--- config.mk ---
export PLATFORM = sky130hd
export DESIGN_NAME = disp_scan_ctrl_flat
export DESIGN_NICKNAME = d
export VERILOG_FILES = /design/src/rtl/disp_scan_ctrl_pkg.sv /design/src/rtl/disp_scan_ctrl_if.sv /design/src/rtl/disp_scan_ctrl_prescaler.sv /design/src/rtl/disp_scan_ctrl.sv /design/src/flat_wrapper.sv
export SDC_FILE = /design/constraint.sdc
export NUM_CORES = 1
export LEC_CHECK = 0
export BUFFER_PORTS_ARGS = -buffer_cell sky130_fd_sc_hd__buf_4
export CORE_AREA = 5 5 77 79
export DETAILED_ROUTE_END_ITERATION = 10
export DIE_AREA = 0 0 82 84
export PLACE_DENSITY = 0.75
export SETUP_SLACK_MARGIN = 0.5
export SYNTH_ARGS = -nofsm -noshare
export SYNTH_HDL_FRONTEND = slang
export SYNTH_SLANG_ARGS = --single-unit
--- constraint.sdc ---
create_clock -name clk -period 2.36 [get_ports clk]
set_clock_uncertainty 0.2 [all_clocks]
set_input_delay 0.472 -clock clk [delete_from_list [all_inputs] [get_ports clk]]
set_output_delay 0.472 -clock clk [all_outputs]
set_load 0.02 [all_outputs]
--- src/rtl/disp_scan_ctrl_pkg.sv ---
// Shared types and helpers for the multiplexed 7-segment display scanner.
// Digit indices are 2 bits wide and digit enables are active-low.
package disp_pkg;

  localparam int         NUM_DIGITS = 4;
  localparam logic [3:0] AN_OFF     = 4'b1111;

  typedef logic [1:0] digit_idx_t;

  function automatic logic [3:0] an_onehot(digit_idx_t idx);
    return ~(4'b0001 << idx);
  endfunction

endpackage

--- src/rtl/disp_scan_ctrl_if.sv ---
// Bundle between the display scanner and its upstream/downstream neighbours.
// The master drives the value and controls; the slave drives the digit outputs.
interface disp_scan_if;
  logic        en;
  logic [15:0] value;
  logic [3:0]  dp_in;
  logic        blank_lz;
  logic [3:0]  AN;
  logic [3:0]  HEX;
  logic        dp;
  logic        frame_done;

  modport master (
    output en, value, dp_in, blank_lz,
    input  AN, HEX, dp, frame_done
  );

  modport slave (
    input  en, value, dp_in, blank_lz,
    output AN, HEX, dp, frame_done
  );
endinterface

--- src/rtl/disp_scan_ctrl_prescaler.sv ---
// Slot-rate prescaler: counts 0..SCAN_DIV-1 while enabled and holds while disabled.
// tick marks the last cycle of each slot.
module scan_prescaler #(
  parameter int SCAN_DIV = 100000,
  parameter int PRE_W    = 20
) (
  input  logic clk,
  input  logic rst_n,
  input  logic en,
  output logic tick
);

  localparam logic [PRE_W-1:0] LAST = PRE_W'(SCAN_DIV - 1);

  logic [PRE_W-1:0] pre_q;
  logic [PRE_W-1:0] pre_d;

  always_comb begin
    pre_d = pre_q;
    tick  = 1'b0;
    if (en) begin
      tick  = (pre_q == LAST);
      pre_d = (pre_q == LAST) ? '0 : pre_q + 1'b1;
    end
  end

  always_ff @(posedge clk or negedge rst_n) begin
    if (!rst_n) pre_q <= '0;
    else        pre_q <= pre_d;
  end

endmodule

--- src/rtl/disp_scan_ctrl.sv ---
// Registered 4-digit display scanner with frame-coherent snapshots,
// leading-zero blanking, enable gating and a frame-start strobe.
module disp_scan_ctrl
  import disp_pkg::*;
#(
  parameter int SCAN_DIV = 100000,
  parameter int PRE_W    = 20
) (
  input  logic        clk,
  input  logic        rst_n,
  disp_scan_if.slave  bus
);

  logic        tick;
  logic        frame_start;
  digit_idx_t  slot;
  logic [15:0] src;
  logic [3:0]  dsrc;
  logic [3:0]  upper_zero;
  logic        blank;
  logic        live;

  digit_idx_t  idx_q, idx_d;
  logic [15:0] snap_q, snap_d;
  logic [3:0]  dps_q, dps_d;
  logic        shown_q, shown_d;
  logic [3:0]  an_q, an_d;
  logic [3:0]  hex_q, hex_d;
  logic        dp_q, dp_d;
  logic        fd_q, fd_d;

  scan_prescaler #(
    .SCAN_DIV (SCAN_DIV),
    .PRE_W    (PRE_W)
  ) u_pre (
    .clk   (clk),
    .rst_n (rst_n),
    .en    (bus.en),
    .tick  (tick)
  );

  // At a frame start digit 0 is rendered straight from the incoming value
  assign frame_start = tick && (idx_q == 2'd3);
  assign slot        = tick ? digit_idx_t'(idx_q + 2'd1) : idx_q;
  assign src         = frame_start ? bus.value : snap_q;
  assign dsrc        = frame_start ? bus.dp_in : dps_q;

  for (genvar gi = 0; gi < NUM_DIGITS; gi++) begin : g_lz
    assign upper_zero[gi] = ~|src[4*NUM_DIGITS-1:4*gi];
  end

  assign blank = bus.blank_lz && (slot != 2'd0) && upper_zero[slot];
  // shown_q keeps the display dark between reset release and the first tick
  assign live  = bus.en && (tick || shown_q);

  always_comb begin
    idx_d   = slot;
    snap_d  = frame_start ? bus.value : snap_q;
    dps_d   = frame_start ? bus.dp_in : dps_q;
    shown_d = shown_q | tick;
    an_d    = AN_OFF;
    hex_d   = hex_q;
    dp_d    = 1'b1;
    fd_d    = frame_start;
    if (live) begin
      if (blank) begin
        hex_d = 4'h0;
      end else begin
        an_d  = an_onehot(slot);
        hex_d = src[4*slot +: 4];
        dp_d  = ~dsrc[slot];
      end
    end
  end

  always_ff @(posedge clk or negedge rst_n) begin
    if (!rst_n) begin
      idx_q   <= 2'd3;
      snap_q  <= 16'h0000;
      dps_q   <= 4'h0;
      shown_q <= 1'b0;
      an_q    <= AN_OFF;
      hex_q   <= 4'h0;
      dp_q    <= 1'b1;
      fd_q    <= 1'b0;
    end else begin
      idx_q   <= idx_d;
      snap_q  <= snap_d;
      dps_q   <= dps_d;
      shown_q <= shown_d;
      an_q    <= an_d;
      hex_q   <= hex_d;
      dp_q    <= dp_d;
      fd_q    <= fd_d;
    end
  end

  assign bus.AN         = an_q;
  assign bus.HEX        = hex_q;
  assign bus.dp         = dp_q;
  assign bus.frame_done = fd_q;

endmodule

--- src/flat_wrapper.sv ---
// flat-port wrapper written by rule: the top's interface ports become plain ports
module disp_scan_ctrl_flat import disp_pkg::*;
#(
  parameter int SCAN_DIV = 100000,
  parameter int PRE_W    = 20
)
  (clk, rst_n, bus_en, bus_value, bus_dp_in, bus_blank_lz, bus_AN, bus_HEX, bus_dp, bus_frame_done);
  disp_scan_if bus_i ();
  input  logic clk;
  input  logic rst_n;
  input wire logic [$bits(bus_i.en)-1:0] bus_en;
  input wire logic [$bits(bus_i.value)-1:0] bus_value;
  input wire logic [$bits(bus_i.dp_in)-1:0] bus_dp_in;
  input wire logic [$bits(bus_i.blank_lz)-1:0] bus_blank_lz;
  output wire logic [$bits(bus_i.AN)-1:0] bus_AN;
  output wire logic [$bits(bus_i.HEX)-1:0] bus_HEX;
  output wire logic [$bits(bus_i.dp)-1:0] bus_dp;
  output wire logic [$bits(bus_i.frame_done)-1:0] bus_frame_done;
  assign bus_i.en = bus_en;
  assign bus_i.value = bus_value;
  assign bus_i.dp_in = bus_dp_in;
  assign bus_i.blank_lz = bus_blank_lz;
  assign bus_AN = bus_i.AN;
  assign bus_HEX = bus_i.HEX;
  assign bus_dp = bus_i.dp;
  assign bus_frame_done = bus_i.frame_done;
  disp_scan_ctrl #(.SCAN_DIV(SCAN_DIV), .PRE_W(PRE_W)) u_core (.clk(clk), .rst_n(rst_n), .bus(bus_i));
endmodule
==> flow_summary.json <==
{
  "detailed_place_hpwl_um": 3870,
  "syn_area_per_cell_sq_um": 12.1,
  "final_area_sq_mm": 0.00375,
  "grt_pass1_vias": 2070,
  "firstDrtPassIters": 4,
  "initial_utilization": 0.497,
  "root_buffer": "clkbuf_8",
  "seq_area_frac_synth": 0.509,
  "grt_pass1_wl_um": 10300,
  "crit_path_frequent_cell": "o21ai_1",
  "viasPerCell": 5.47,
  "synth_cells": 217,
  "slew_viol_final": 0,
  "cts_buffers": 5,
  "synth_nets": 243,
  "critPathKind": "flop to flop",
  "overflow": 0,
  "first_iter_violations": 136,
  "max-vdd-ir-drop_v": 0.000468,
  "p_leak_nw": 1.70,
  "power_mw": 1.91,
  "outcome": "finished with violations",
  "maxCapViolCount": 0,
  "cts_hold_buf": 0,
  "slew_headroom": 0.570,
  "setup_viol": 8,
  "worst_setup_path_end_kind": "flop",
  "required_ns": 2.40,
  "crit_fanout": 4,
  "synth_area_leaders": "dfrtp_1, mux2_2, dfstp_2, mux2i_1, xnor2_1",
  "antenna_found_initial": 0,
  "rows": 27,
  "tns_ns": -0.363,
  "layout.nets": 324,
  "rsz0062_at_grt": "yes",
  "worst_slack_ns": -0.0753,
  "grt_max_degree": 54,
  "die_x_um": 82,
  "io_pins": 34,
  "routed-via-count": 2031,
  "cp-startpoint": "u_core.u_pre.pre_q[12]",
  "crit_path_start_kind": "flop",
  "synth_edf_count": 0,
  "die_y_um": 84,
  "synthFlopType": "dfrtp_1",
  "clkTransAtPathRegs_ns": 0.09,
  "core_sq_mm": 0.00527,
  "whs_ns": -0.0261,
  "routed_wl_um": 6900,
  "tightest_slew_ns": 0.645,
  "cts.sinks": 53,
  "max_stage_delay_ns": 0.44,
  "area_growth_pct": 43.1,
  "r2r-start": "u_core.u_pre.pre_q[12]",
  "placed_area_sq_mm": 0.00314,
  "ys_ff_latch": 53,
  "layout.cells.non_filler": 371,
  "min_path_type": "input port to async pin",
  "hold_viol": 46,
  "numPortBuffers": 33,
  "drtAntennaViolNets": 0,
  "n_antenna_cell": 0,
  "grt.total_usage": 0.196,
  "globalplace.congestion": 0.855,
  "p_per_area_mw_per_mm2": 508,
  "cp_data_arrival_time_ns": 2.47,
  "clock.fmax_ghz": 0.411,
  "cp_slowest_cell": "dfrtp_2",
  "h-tree-depth": 2,
  "clockBufferDepth": 2,
  "fin_crit_sh": 1.03,
  "synth_top_cell_by_area": "dfrtp_1",
  "synth_async_sr_flop_share": 1.00,
  "ys_types": 45,
  "fin_crit_ns": 2.44,
  "die_area_sq_mm": 0.00689,
  "drive_above_1_share": 0.559,
  "syn_area_sq_mm": 0.00262,
  "fin_util": 0.712,
  "dp.cells": 340,
  "cp_cell_sequence": "nor4b_4 > nand4_1 > buf_4 > nor2_1 > mux2i_1 > o21ai_1 > a41oi_4 > o21ai_1",
  "route.detailed.drc": 0,
  "violations": "negative hold slack, negative setup slack",
  "yosysTopAreaCellShare": 0.439,
  "ys_warn_count": 0,
  "cts_tree": "yes",
  "avgRoutedWirePerCell_um": 18.6,
  "clk_latency_ns": 0.32
}
final cells by class:
type	count	area (sq um)
clock buffer	5	68.8
tap	72	90.1
timing repair buffer	81	701
clock inverter	3	17.5
fill	360	1520
multi-input combinational	153	1520
sequential	53	1340
inverter	4	17.5
Yosys cell counts, types with 2 or more instances:
cell type	instances
dfrtp_1	46
buf_6	4
nand2_1	17
inv_1	3
and4_1	2
nand3_1	7
dfstp_2	7
and3_1	6
nor4_1	4
and2_1	3
nand4_1	3
xor2_1	8
nor3_1	2
o21ai_0	2
mux2_2	25
nor2_1	17
or3_1	3
mux2i_1	12
nor4b_2	2
clkbuf_1	2
nor3b_1	2
mux4_2	3
or4_1	2
o211ai_1	2
xnor2_1	12
ha_1	2
final timing paths:
kind	end	slack (ns)	cells after the start
min in group clk	u_core.dps_q[1]	0.18	2
max in group asynchronous	u_core.u_pre.pre_q[11]	1.52	1
hold reg to reg	u_core.shown_q	0.30	1
hold / removal	u_core.u_pre.pre_q[4]	-0.03	1
setup reg to reg	u_core.bus.AN[1]	-0.08	8
setup / recovery	u_core.bus.AN[1]	-0.08	8
where the power goes:
| group | total [mW] | internal [mW] | switching [mW] | leakage (nW) |
|---|---|---|---|---|
| Clock | 0.521 | 0.206 | 0.315 | 0.0439 |
| Combinational | 0.373 | 0.198 | 0.175 | 0.960 |
| Sequential | 1.01 | 0.968 | 0.0457 | 0.698 |
| Total | 1.91 | 1.37 | 0.536 | 1.70 |
worst max-delay path: cells and delay by family, from the launching register on:
kind	cells	cell delay, ns
AND/OR/NAND/NOR	3	0.75
AO/OA/AOI/OAI	3	0.55
flip-flops	1	0.44
buffers and inverters	1	0.22
multiplexers	1	0.21
through the flow:
stage | worst slack, ns | hold WS [ns]
4_1_cts | -0.0339 | 0.00656
3_3_place_gp | -0.135 | 0.260
3_5_place_dp | -0.131 | 0.266
2_1_floorplan | -0.0114 | -0.0236
6_report | -0.0753 | -0.0261
5_1_grt | -0.215 | 0.0308
kinds of logic after synthesis:
group,share of synthesized area
multiplexers,0.183
XOR/XNOR,0.0668
AND/OR/NAND/NOR,0.166
flip-flops,0.509
AO/OA/AOI/OAI,0.0315
buffers and inverters,0.0334
adder cells (fa/ha/maj),0.00955
state kept, by name (all words and copies together), names as in the netlist:
signal / flops
u_core.dps_q: 4
u_core.shown_q: 1
u_core.idx_q: 2
u_core.bus.dp: 1
u_core.u_pre.pre_q: 20
u_core.snap_q: 16
u_core.bus.frame_done: 1
u_core.bus.AN: 4
u_core.bus.HEX: 4
layout by cell type (no fill, tap or decap), drive strengths merged, types with 4 or more instances in the layout:
| cell | Yosys | final |
|---|---|---|
| buf | 6 | 81 |
| dfrtp | 46 | 46 |
| mux2 | 26 | 26 |
| nor2 | 18 | 18 |
| nand2 | 17 | 17 |
| mux2i | 12 | 12 |
| xnor2 | 12 | 12 |
| xor2 | 8 | 8 |
| nand3 | 7 | 7 |
| dfstp | 7 | 7 |
| and3 | 6 | 7 |
| clkbuf | 2 | 5 |
| nor4 | 4 | 4 |
| and2 | 4 | 4 |
| inv | 4 | 4 |
| o21ai | 4 | 4 |
timing repair:
item	in CTS	in global routing
resized for setup	47	36
pin swaps	14	18
endpoints found under the setup margin	38	45
setup buffers	10	12
cloned	1	0
metal layers:
layer / global-route usage / part of all wire / vias up
met3: 0.0313 / 0.042 / 9
met2: 0.324 / 0.51 / 58
met5: 0 / 0 / -
li1: - / - / 930
met1: 0.262 / 0.43 / 1034
met4: 0.0589 / 0.015 / 0
(Power assumes the default switching activity.)
